**src/rtl/sched_pkg.sv**
```systemverilog
// Shared cause codes and dispatcher FSM state encodings.
package sched_pkg;

  typedef enum logic [1:0] {
    CauseNone  = 2'b00,
    CauseSys   = 2'b01,
    CauseTimer = 2'b10,
    CauseDma   = 2'b11
  } cause_e;

  typedef enum logic [1:0] {
    StIdle     = 2'b00,
    StRedirect = 2'b01,
    StKernel   = 2'b10,
    StReturn   = 2'b11
  } state_e;

endpackage

```
**src/rtl/irq_pending_latch.sv**
```systemverilog
// Rising-edge detector on the DMA request feeding a sticky pending bit.
module irq_pending_latch (
  input  logic clock,
  input  logic init_flag,
  input  logic op_int,
  input  logic take,
  output logic pending
);

  logic op_q;
  logic pend_q;
  logic pend_d;

  // A new edge wins over a same-cycle take so that request is not lost.
  always_comb begin
    pend_d = (pend_q & ~take) | (op_int & ~op_q);
  end

  // Edge history and pending bit, synchronous active-low reset.
  always_ff @(posedge clock) begin
    if (!init_flag) begin
      op_q   <= 1'b0;
      pend_q <= 1'b0;
    end else begin
      op_q   <= op_int;
      pend_q <= pend_d;
    end
  end

  assign pending = pend_q;

endmodule

```
**src/rtl/interrupt_dispatcher.sv**
```systemverilog
// Interrupt dispatcher: picks syscall/timer/DMA at instruction boundaries, redirects the PC
// into the handler and back on return-from-interrupt.
module interrupt_dispatcher
  import sched_pkg::*;
#(
  parameter int unsigned ADDR_W = 16
) (
  input  logic              clock,
  input  logic              init_flag,
  input  logic              timer_int,
  input  logic              op_int,
  input  logic [ADDR_W-1:0] int_pos,
  input  logic [ADDR_W-1:0] dma_int_pos,
  input  logic [ADDR_W-1:0] sys_int_pos,
  input  logic              SYS_ENB,
  input  logic              IRET_ENB,
  input  logic              inst_boundary,
  input  logic [ADDR_W-1:0] pc_next,
  output logic              pc_load,
  output logic [ADDR_W-1:0] pc_target,
  output logic              kernel_mode,
  output logic [ADDR_W-1:0] epc,
  output logic [1:0]        int_cause,
  output logic              int_ack
);

  state_e              state_q, state_d;
  cause_e              cause_q, cause_d;
  logic [ADDR_W-1:0]   epc_q, epc_d;
  logic [ADDR_W-1:0]   target_q, target_d;
  logic                kernel_q, kernel_d;

  cause_e              take_cause;
  logic [ADDR_W-1:0]   take_vec;
  logic                take_dma;
  logic                dma_pending;

  irq_pending_latch u_dma_latch (
    .clock     (clock),
    .init_flag (init_flag),
    .op_int    (op_int),
    .take      (take_dma),
    .pending   (dma_pending)
  );

  // Fixed-priority source select: syscall, then timer, then pending DMA.
  always_comb begin
    take_cause = CauseNone;
    take_vec   = '0;
    if (SYS_ENB) begin
      take_cause = CauseSys;
      take_vec   = sys_int_pos;
    end else if (timer_int) begin
      take_cause = CauseTimer;
      take_vec   = int_pos;
    end else if (dma_pending) begin
      take_cause = CauseDma;
      take_vec   = dma_int_pos;
    end
  end

  assign take_dma = (state_q == StIdle) && inst_boundary && (take_cause == CauseDma);

  // Next-state and datapath register updates.
  always_comb begin
    state_d  = state_q;
    cause_d  = cause_q;
    epc_d    = epc_q;
    target_d = target_q;
    kernel_d = kernel_q;
    unique case (state_q)
      StIdle: begin
        if (inst_boundary && (take_cause != CauseNone)) begin
          state_d  = StRedirect;
          cause_d  = take_cause;
          epc_d    = pc_next;
          target_d = take_vec;
          kernel_d = 1'b1;
        end
      end
      StRedirect: state_d = StKernel;
      StKernel: begin
        if (inst_boundary && IRET_ENB) begin
          state_d  = StReturn;
          target_d = epc_q;
        end
      end
      StReturn: begin
        state_d  = StIdle;
        cause_d  = CauseNone;
        kernel_d = 1'b0;
      end
      default: state_d = StIdle;
    endcase
  end

  // State and datapath registers, synchronous active-low reset.
  always_ff @(posedge clock) begin
    if (!init_flag) begin
      state_q  <= StIdle;
      cause_q  <= CauseNone;
      epc_q    <= '0;
      target_q <= '0;
      kernel_q <= 1'b0;
    end else begin
      state_q  <= state_d;
      cause_q  <= cause_d;
      epc_q    <= epc_d;
      target_q <= target_d;
      kernel_q <= kernel_d;
    end
  end

  // Strobes; gating with init_flag aborts a pending redirect/return when reset arrives.
  always_comb begin
    pc_load = init_flag && ((state_q == StRedirect) || (state_q == StReturn));
    int_ack = init_flag && (state_q == StRedirect) && (cause_q == CauseTimer);
  end

  assign pc_target   = target_q;
  assign kernel_mode = kernel_q;
  assign epc         = epc_q;
  assign int_cause   = cause_q;

endmodule

```
**config.mk**
```make
export PLATFORM = sky130hd
export DESIGN_NAME = interrupt_dispatcher
export DESIGN_NICKNAME = d
export VERILOG_FILES = /design/src/rtl/sched_pkg.sv /design/src/rtl/irq_pending_latch.sv /design/src/rtl/interrupt_dispatcher.sv
export SDC_FILE = /design/constraint.sdc
export NUM_CORES = 1
export LEC_CHECK = 0
export BUFFER_PORTS_ARGS = -buffer_cell sky130_fd_sc_hd__buf_2
export CAP_MARGIN = 20
export CORE_MARGIN = 8
export CORE_UTILIZATION = 45
export DETAILED_ROUTE_END_ITERATION = 12
export PLACE_DENSITY = 0.76
export SLEW_MARGIN = 0
export SYNTH_ARGS = -nofsm -noshare
export SYNTH_HDL_FRONTEND = slang
export SYNTH_HIERARCHICAL = 1
export SYNTH_SLANG_ARGS = --single-unit
```
**constraint.sdc**
```tcl
create_clock -name clock -period 2.26 [get_ports clock]
set_clock_uncertainty 0.05 [all_clocks]
set_input_delay 0.113 -clock clock [delete_from_list [all_inputs] [get_ports clock]]
set_output_delay 0.113 -clock clock [all_outputs]
set_load 0.02 [all_outputs]
```
### Yosys cells after proc, flatten, opt, wreduce, memory -nomap -nowiden

Index checks and enable logic that the tools add are counted.

* register bits after elaboration: 39
* input port bits: 71

* equal/unequal tests: 7
* multiplexer cells: 16
* bitwise gates (word level): 5
* reduce and logical (&&, ||, !) cells: 16

Operators by type and width (count)
* $mux 16: 5
* $pmux 16 s2: 1
* $mux 2: 6
* $eq 2x2->1 const B: 4
* $pmux 2 s4: 1
* $logic_and 1x1->1: 7
* $reduce_and 2->1: 3
* $reduce_bool 2->1: 3
* $pmux 2 s2: 1
* $reduce_and 3->1: 1
* $and 1x1->1: 2
* $eq 2x1->1 const B: 1
* $logic_not 2->1: 1
* $ne 2x1->1 const B: 1
* $ne 2x2->1 const B: 1
* $not 1->1: 2
* $pmux 1 s2: 1
* $logic_or 1x1->1: 1
* $mux 1: 1
* $or 1x1->1: 1

### Longest topological paths before layout

Gate-level depths: netlist of run 1.

* depth after elaboration: 8
* depth in mapped cells: 8

### Modules after synthesis

Netlist of run 1, hierarchy kept.

Modules (own cells, without submodules)
* interrupt_dispatcher: instances 1, cells each 240, area an instance 2042.0 sq um, seq. area each 740.7 sq um
* irq_pending_latch: instances 1, cells each 6, area an instance 77.6 sq um, seq. area each 40.0 sq um

### Worst setup path after synthesis of run 1

Ideal clock, no wire load.

* path kind: reg2reg
* start: reg state_q[0]
* end: reg target_q[3] (netlist: pc_target[3])
* setup time: 0.116 ns
* data arrival time: 1.555 ns
* data required time: 2.094 ns
* setup slack: 0.540 ns
* stages on the path, launching flop included: 9
* buffers on the path: 2
* cell sequence: dfxtp_1 inv_1 ha_1 clkbuf_1 nand2b_1 a22oi_2 buf_2 o311a_1 nor2_1

* longest elaborated chain between the ends: 3
* elaborated cells between the ends (all ways): 7
* classes of those cells: 3 x eq/ne; 1 x mux; 3 x reduce/logical

Ends and longest elaborated chain
* start, declared: RTL line interrupt_dispatcher.sv:27 `state_e state_q, state_d;`
* start signal, assigned: RTL line interrupt_dispatcher.sv:100 `state_q <= StIdle;`
* start signal, assigned: RTL line interrupt_dispatcher.sv:106 `state_q <= state_d;`
* $eq 2x2->1 or $logic_not 2->1 (tied branches): RTL line interrupt_dispatcher.sv:71 `unique case (state_q)`
* $ne 2x2->1 (no source line) (tied with other cells)
* $reduce_and 3->1 (no source line)
* end signal, assigned: RTL line interrupt_dispatcher.sv:109 `target_q <= target_d;`
* end, declared: RTL line interrupt_dispatcher.sv:30 `logic [ADDR_W-1:0] target_q, target_d;`

Several ways; a longest one is shown, not always the timed one.
A chain may end at the register's enable or synchronous reset.

### Worst setup path after layout of run 1

* start: reg state_q[0]
* end: reg target_q[11] (netlist: pc_target[11])

The elaborated chain is that of the path after synthesis.

==> reports/results.txt, run 1 <==
iteration count of the initial detailed-routing pass - 4
Synth Register Bits - 39
CP Class - register to register
post-synth net total - 322
most used cell, CP - buf_4
FP Rows - 25
Initial Utilization - 45.8%
Overall Global Routing Usage - 18.1%
crit path to - pc_target[11]
Setup crit start kind - register
largest area contributor in the synthesized netlist - dfxtp_1
Core Area - 0.00463 mm2
DRT iter0 DRCs - 84
sum of negative setup slack - 0 ns
RSZ-0062 raised after global routing - no
largest net degree at the start of global routing - 42
die area - 0.00716 mm2
Slew @ Worst Pin - 0.798 ns
Die Height - 84.6 um
final net count - 434
RR Endpoint - pc_target[11]
Syn. warnings - 6
post-DP HPWL - 4.88 mm
Setup violations, final - 0
leakage power - 1.41 nW
Mapped Cells - 246
DR vias/cell - 5.28
CTS root buf - clkbuf_8
Placer Congestion - 0.803
DRC Markers - 0
syn avg cell area - 8.62 um2
post-synth top area share - 36.8%
CP Cell Sequence - inv_1 -> ha_1 -> buf_4 -> nand3_1 -> a22oi_2 -> buf_4 -> o311a_1 -> nor2_1
layout cells sized above 1 - 38.2%
antenna violations before repair - 0
worst path arrival time - 2.00 ns
predominant post-synthesis flop cell - dfxtp_1
Seq/Total Area, Yosys - 36.8%
commonest non-fill, non-tap cell in the layout - buf_2
maximum vdd ir drop - 0.000551 V
worst r2r src - state_q[0]
Post-synth EDFFs - 0
antenna cells - 0
worst reg2reg setup slack - 0.40 ns
Fillers - 420
status - completed
Post-Synthesis Cell Area - 0.00212 mm2
first-pass GRT wire length - 10.7 mm
Largest stage delay, worst path - 0.34 ns
Crit-path slowest cell - dfxtp_1
CTS clk-pin slew, worst paths - 0.08 ns
register area - 781 um2
Worst EP required - 2.41 ns
multi-input logic area - 0.00121 mm2
io pins - 108
vias - 2182
worst rel slew slack - 46.8%
Max Root-Sink Buffers - 2
MaxCap Viol Count - 0
count of cell types in the netlist - 39
Worst Setup SP - state_q[0]
crit end category - register
GR Overflow Total - 0
number of I/O port buffers - 107
Area Growth Syn to Fin - 36.6%
Die Span X - 84.6 um
Final period util - 82.3%
most frequent cells in the layout - buf_2 (107), nand2_1 (51), dfxtp_1 (39)
Max Slew Vio Count - 0
Clock H-tree levels - 2
cts bufs inserted - 5
endpoints failing hold - 0
async set-reset flop share out of synthesis - 0%
top post-synthesis cells by area - dfxtp_1 (37%), nand2_1 (9.0%), o311a_1 (7.6%)
clock insertion delay at the later pin of the skew report - 0.29 ns
number of global-route vias before repair - 2265
Sink Count - 39
post-route ant nets - 0
drt wl/cell - 16.0 um
total chip power - 3.09 mW
reg2reg path depth - 8
crit path time final - 1.86 ns
drt total wl - 6.61 mm
critical path peak fanout - 32
CTS tree - done
Max Clock Freq - 538 MHz
Power Dens Cells - 1070 mW/mm2
min-delay worst type - input port to register
[metal layers]
| layer | track usage (%) | routed length, um |
|---|---|---|
| met1 | 21.2 | 2970 |
| met2 | 29.8 | 3030 |
| met3 | 7.12 | 561 |
| met4 | 4.69 | 53 |
| met5 | 0 | 0 |
[critical path, delay by kind of cell, from the launching register on]
family | cells | cell delay (ns)
DFF | 1 | 0.34
buffers and inverters | 3 | 0.65
AOI/OAI and AO/OA | 2 | 0.37
adders and majority gates | 1 | 0.20
and+or+nand+nor | 2 | 0.14
[area by class of cell]
class	instances	area share [%]
well taps	54	2.33
inverters	2	0.259
flip-flops and latches	39	27.0
clock inverters	3	1.51
repair buffers	127	24.7
clock buffers	5	2.38
multi-input cells	183	41.8
[through the flow]
step | hold slack (ns) | worst slack [ns] | cell area, um2 | instances | utilization (%)
after floorplan | 0.185 | 0.540 | 2120 | 246 | -
final | 0.00805 | 0.401 | 2900 | 413 | 62.5
after global placement | 0.284 | 0.467 | 2660 | 393 | 57.5
after global routing | 0.0131 | 0.251 | 2900 | 413 | 62.5
after CTS | 0.00112 | 0.405 | 2900 | 413 | 62.5
after detailed placement | 0.291 | 0.382 | 2660 | 393 | 57.5
[worst min path at each step]
| stage | end | start | slack (ns) | cells after the start |
|---|---|---|---|---|
| CTS | epc[10] | pc_next[10] | 0.001 | 3 |
| floorplan | u_dma_latch/op_q | op_int | 0.18 | 1 |
| detailed placement | u_dma_latch/op_q | op_int | 0.29 | 2 |
| finish | epc[14] | pc_next[14] | 0.008 | 3 |
| global placement | u_dma_latch/op_q | op_int | 0.28 | 2 |
| global route | epc[10] | pc_next[10] | 0.01 | 3 |
[report_power, final]
part	internal, mW	switching, mW
Combinational	0.604	0.915
Sequential	0.874	0.117
Clock	0.329	0.250
[registers in the layout, summed over array words and instances (netlist names)]
signal,count
u_dma_latch/op_q,1
epc,16
kernel_mode,1
pc_target,16
u_dma_latch/pending,1
state_q,2
int_cause,2
[cells by family after synthesis]
group                      share of synthesized area [%]
DFF                                                 36.8
adders and majority gates                           2.95
AOI/OAI and AO/OA                                   31.9
and+or+nand+nor                                     21.8
muxes                                              0.472
buffers and inverters                               6.02
[synth_stat cells (2+ instances only)]
| library cell | count |
|---|---|
| nor2b_1 | 19 |
| ha_1 | 5 |
| dfxtp_1 | 39 |
| buf_2 | 9 |
| nand2b_1 | 2 |
| o21ai_0 | 7 |
| inv_1 | 2 |
| a221oi_1 | 8 |
| o21ai_1 | 10 |
| nor2_1 | 19 |
| clkbuf_1 | 9 |
| a21boi_1 | 16 |
| a21oi_1 | 2 |
| buf_4 | 2 |
| a221oi_2 | 8 |
| o311a_1 | 16 |
| nand2_1 | 51 |
[repair_timing]
| item | in CTS | in global routing |
|---|---|---|
| resized for setup | 0 | 0 |
| endpoints found under the hold margin | 12 | 0 |
| buffers inserted | 0 | 0 |
| hold buffers | 12 | 0 |
| endpoints found under the setup margin | 0 | 0 |
No activity file was read; power rests on OpenSTA's default activity.
==> inputs of run 2 (changes only) <==
- CORE_UTILIZATION: 45 -> 41
- PLACE_DENSITY: 0.76 -> 0.73
- clock period: 2.26 -> 1.55 ns (I/O delays scaled with it)
==> reports/results.txt, run 2 (synthesis gave the netlist of run 1 again) <==
status - finished, violations left
failing checks - setup timing
DP Cell Count - 420 (+6.9%)
crit path time final - 1.56 ns (-0.298 ns)
Setup violations, final - 1 (+1)
worst reg2reg setup slack - -0.01 ns (-0.41 ns)
critical path depth in cells - 8 (unchanged)
clock insertion delay at the later pin of the skew report - 0.30 ns (about the same)
DRC Markers - 0 (unchanged)
Final period util - 101% (+18 points)
worst hold path depth - 4 (+1)
Top delay family on crit path - flip-flops
worst rel slew slack - 74.7% (+28 points)
Die Span X - 87.9 um (+3.9%)
antenna violations before repair - 0 (unchanged)
post-route ant nets - 0 (unchanged)
worst path arrival time - 1.70 ns (-0.30 ns)
iteration count of the initial detailed-routing pass - 4 (unchanged)
buffers and inverters on the worst path - 3 (unchanged)
Slew @ Worst Pin - 0.380 ns (-0.418 ns)
cts bufs inserted - 5 (unchanged)
CTS root buf - clkbuf_8
endpoints failing hold - 0 (unchanged)
Placer Congestion - 0.832 (+3.7%)
Worst EP required - 1.69 ns (-0.72 ns)
Die Height - 87.9 um (+3.9%)
leakage power - 1.49 nW (+6.0%)
RR Endpoint - pc_target[5]
multi-input logic area - 0.00126 mm2 (+3.8%)
Crit-path slowest cell - dfxtp_4
Finished Layout Cells - 451 (+9.2%)
layout cells sized above 1 - 42.8% (+4.6 points)
RSZ-0062 raised after global routing - yes
vias - 2345 (+7.5%)
maximum vdd ir drop - 0.000787 V (+43%)
Hold Startpoint - sys_int_pos[12]
Max Root-Sink Buffers - 2 (unchanged)
drt wl/cell - 16.2 um (+1.0%)
CP Class - register to register
final net count - 456 (+5.1%)
Worst Setup SP - state_q[0]
largest net degree at the start of global routing - 26 (-38%)
Setup crit start kind - register
CP Cell Sequence - inv_4 -> ha_4 -> nand2b_4 -> a22oi_2 -> buf_6 -> clkbuf_16 -> o311a_1 -> nor2_1
critical path peak fanout - 4 (-88%)
post-DP HPWL - 5.25 mm (+7.7%)
commonest non-fill, non-tap cell in the layout - buf_2
CTS tree - done
most frequent cells in the layout - buf_2 (107), nand2_1 (51), dfxtp_1 (36)
Max Clock Freq - 641 MHz (+19%)
Core Area - 0.00504 mm2 (+8.9%)
Fillers - 467 (+11%)
Overall Global Routing Usage - 18.2% (+0.15 points)
drt total wl - 7.29 mm (+10%)
io pins - 108 (unchanged)
reg2reg path depth - 8 (unchanged)
CTS clk-pin slew, worst paths - 0.09 ns (about the same)
FP Rows - 26 (+4.0%)
first-pass GRT wire length - 11.2 mm (+5.0%)
number of I/O port buffers - 107 (unchanged)
min-delay worst type - input port to register
MaxCap Viol Count - 0 (unchanged)
Area Growth Syn to Fin - 50.1%
DR vias/cell - 5.20 (-1.6%)
final setup margin - -0.0108 ns (-0.412 ns)
Largest stage delay, worst path - 0.38 ns (+0.04 ns)
antenna cells - 0 (unchanged)
worst r2r src - state_q[0]
die area - 0.00773 mm2 (+7.9%)
DRT iter0 DRCs - 86 (+2.4%)
crit end category - register
Sink Count - 39 (unchanged)
Max Slew Vio Count - 0 (unchanged)
register area - 787 um2 (+0.80%)
Clock H-tree levels - 2 (unchanged)
post-layout util - 63.1% (+0.54 points)
number of global-route vias before repair - 2371 (+4.7%)
Initial Utilization - 42.0% (-3.7 points)
crit path to - pc_target[5]
total chip power - 5.18 mW (+68%)
GR Overflow Total - 0 (unchanged)
Power Dens Cells - 1630 mW/mm2 (+53%)
## run 2: final cells by class
type | count | area share, %
Clock buffer | 5 | 2.16
Clock inverter | 3 | 0.747
Inverter | 2 | 0.315
Multi-Input combinational cell | 183 | 39.5
Sequential cell | 39 | 24.7
Tap cell | 70 | 2.75
Timing Repair Buffer | 149 | 29.7
## run 2: report_power, final
part           switching (mW)  internal (mW)
logic                    1.58           1.43
registers               0.179           1.28
clock network           0.390          0.322
## run 2: what timing repair did
item / in CTS / in global routing
pin swaps: 0 / 18
endpoints found under the hold margin: 18 / 0
cloned: 0 / 4
gates resized for setup: 4 / 17
buffers inserted: 0 / 2
hold buffers: 17 / 0
setup endpoints to repair: 34 / 22
## run 2: tightest hold or removal path: stages
cell and delay, ns:
buf_2 0.10, nor2b_1 0.10, o311a_1 0.15, nor2_1 0.04
## run 2: through the flow
step	setup TNS, ns	hold slack [ns]	setup slack, ns	instance area, um2
2_1_floorplan	-0.00244	0.149	-0.000619	2150
3_3_place_gp	-0.176	0.259	-0.0292	2790
3_5_place_dp	-0.707	0.251	-0.0550	2790
4_1_cts	-0.00616	0.136	-0.00504	3070
5_1_grt	-0.387	0.153	-0.0414	3180
6_report	-0.0108	0.146	-0.0108	3180
## run 2: worst min-delay path by stage
stage	end	slack, ns
after detailed placement	u_dma_latch/op_q	0.25
final	pc_target[12]	0.15
after CTS	pc_target[12]	0.14
after floorplan	u_dma_latch/op_q	0.15
after global placement	u_dma_latch/op_q	0.26
after global routing	pc_target[10]	0.15
## run 2: layer usage
layer  vias up  share of wire, %  global-route usage (%)
met2       100                47                    31.0
met5         -                 0                       0
met3         6                10                    7.13
met1      1096                41                    20.6
li1       1143                 -                       -
met4         0               1.1                    4.84
==> inputs of run 3 (changes only) <==
- GPL_TIMING_DRIVEN: default -> 0
==> reports/results.txt, run 3 (synthesis gave the netlist of run 1 again) <==
FP Rows - 26 (unchanged)
MaxCap Viol Count - 0 (unchanged)
Die Span X - 87.9 um (unchanged)
critical path peak fanout - 7 (+3)
crit path time final - 1.54 ns (-0.0203 ns)
post-route ant nets - 0 (unchanged)
Initial Utilization - 42.0% (unchanged)
CP Class - register to register
Setup violations, final - 0 (-1)
final setup margin - 0.00957 ns (+0.0203 ns)
Clock H-tree levels - 2 (unchanged)
worst hold path depth - 2 (-2)
min-delay worst type - input port to register
register area - 790 um2 (+0.32%)
final net count - 463 (+1.5%)
Max Clock Freq - 649 MHz (+1.3%)
clock insertion delay at the later pin of the skew report - 0.30 ns (about the same)
CTS root buf - clkbuf_8
dpl ws - -0.396 ns (-0.341 ns)
DRC Markers - 0 (unchanged)
commonest non-fill, non-tap cell in the layout - buf_2
Setup crit start kind - register
status - completed
first-pass GRT wire length - 12.2 mm (+8.9%)
drt total wl - 7.76 mm (+6.3%)
largest net degree at the start of global routing - 14 (-46%)
iteration count of the initial detailed-routing pass - 4 (unchanged)
Area Growth Syn to Fin - 50.9%
Placer Congestion - 0.790 (-5.1%)
multi-input logic area - 0.00126 mm2 (unchanged)
reg2reg path depth - 8 (unchanged)
Finished Layout Cells - 458 (+1.6%)
Crit-path slowest cell - dfxtp_2
DP Area - 0.00277 mm2 (-0.58%)
DP Cell Count - 423 (+0.71%)
Fillers - 457 (-2.1%)
vias - 2360 (+0.64%)
worst reg2reg setup slack - 0.01 ns (+0.02 ns)
io pins - 108 (unchanged)
Largest stage delay, worst path - 0.36 ns (-0.02 ns)
antenna violations before repair - 0 (unchanged)
Hold Startpoint - init_flag
Worst EP required - 1.70 ns (about the same)
Core Area - 0.00504 mm2 (unchanged)
crit end category - register
endpoints failing hold - 0 (unchanged)
number of I/O port buffers - 107 (unchanged)
CTS tree - done
final hold slack - 0.0140 ns (-0.132 ns)
worst r2r src - state_q[0]
Die Height - 87.9 um (unchanged)
RSZ-0062 raised after global routing - yes
worst path arrival time - 1.69 ns (about the same)
antenna cells - 0 (unchanged)
worst rel slew slack - 63.2% (-11 points)
drt wl/cell - 16.9 um (+4.7%)
buffers and inverters on the worst path - 3 (unchanged)
CTS clk-pin slew, worst paths - 0.08 ns (about the same)
Top delay family on crit path - buffers and inverters
Slew @ Worst Pin - 0.550 ns (+0.171 ns)
Power Dens Cells - 1620 mW/mm2 (-0.54%)
RR Endpoint - pc_target[14]
die area - 0.00773 mm2 (unchanged)
GR Overflow Total - 0 (unchanged)
Max Root-Sink Buffers - 2 (unchanged)
leakage power - 1.51 nW (+1.1%)
post-DP HPWL - 5.58 mm (+6.2%)
layout cells sized above 1 - 41.2% (-1.5 points)
maximum vdd ir drop - 0.000799 V (+1.5%)
CP Cell Sequence - inv_4 -> ha_4 -> nand2b_4 -> a22oi_2 -> buf_6 -> clkbuf_16 -> o311a_1 -> nor2_1
most frequent cells in the layout - buf_2 (111), nand2_1 (51), dfxtp_1 (36)
Sink Count - 39 (unchanged)
Max Slew Vio Count - 0 (unchanged)
hold endpoint - u_dma_latch/pending
post-layout instance area - 0.00320 mm2 (+0.59%)
DRT iter0 DRCs - 89 (+3.5%)
cts bufs inserted - 5 (unchanged)
DR vias/cell - 5.15 (-0.90%)
Final period util - 99.4% (-1.3 points)
number of global-route vias before repair - 2470 (+4.2%)
Overall Global Routing Usage - 20.3% (+2.0 points)
[run 3: layout make-up]
type                            instances  area share [%]
Buffer                                 20            4.38
Inverter                                2           0.391
Clock buffer                            5            2.15
Clock inverter                          3           0.626
Timing Repair Buffer                  136            25.7
Tap cell                               70            2.74
Multi-Input combinational cell        183            39.3
Sequential cell                        39            24.7
[run 3: worst max path at each step]
stage	start	end	slack (ns)	cells after the start
2_1_floorplan	state_q[0]	pc_target[12]	-0.0006	8
3_3_place_gp	state_q[1]	epc[7]	-0.29	8
3_5_place_dp	state_q[1]	epc[7]	-0.40	8
4_1_cts	state_q[1]	pc_target[15]	0.002	8
5_1_grt	state_q[0]	pc_target[7]	-0.06	8
6_report	state_q[0]	pc_target[14]	0.01	8
[run 3: repair_timing]
item,in CTS,in global routing
setup buffers,6,3
endpoints found under the setup margin,36,21
cloned,1,1
endpoints found under the hold margin,18,0
resized for setup,19,5
hold buffers,18,0
pin swaps,2,10
[run 3: per-stage QoR]
step,power (mW),setup TNS (ns),utilization (%)
after global placement,3.81,-5.31,55.0
after floorplan,3.13,-0.00244,-
after CTS,4.99,0,62.3
final,5.18,0,63.4
after detailed placement,3.86,-7.19,55.0
after global routing,5.54,-0.559,63.4
[run 3: power by group]
group	switching (mW)	total (mW)	internal, mW
Sequential	0.178	1.46	1.28
Combinational	1.59	3.00	1.41
Clock	0.405	0.719	0.314
[run 3: routing by layer]
metal	GRT usage, %	share of wire [%]	routed length, um	vias up
met5	0	0	0	-
met4	5.78	1.0	81	0
met3	7.79	11	876	7
met2	34.5	47	3660	108
met1	22.8	41	3140	1086
li1	-	-	-	1159
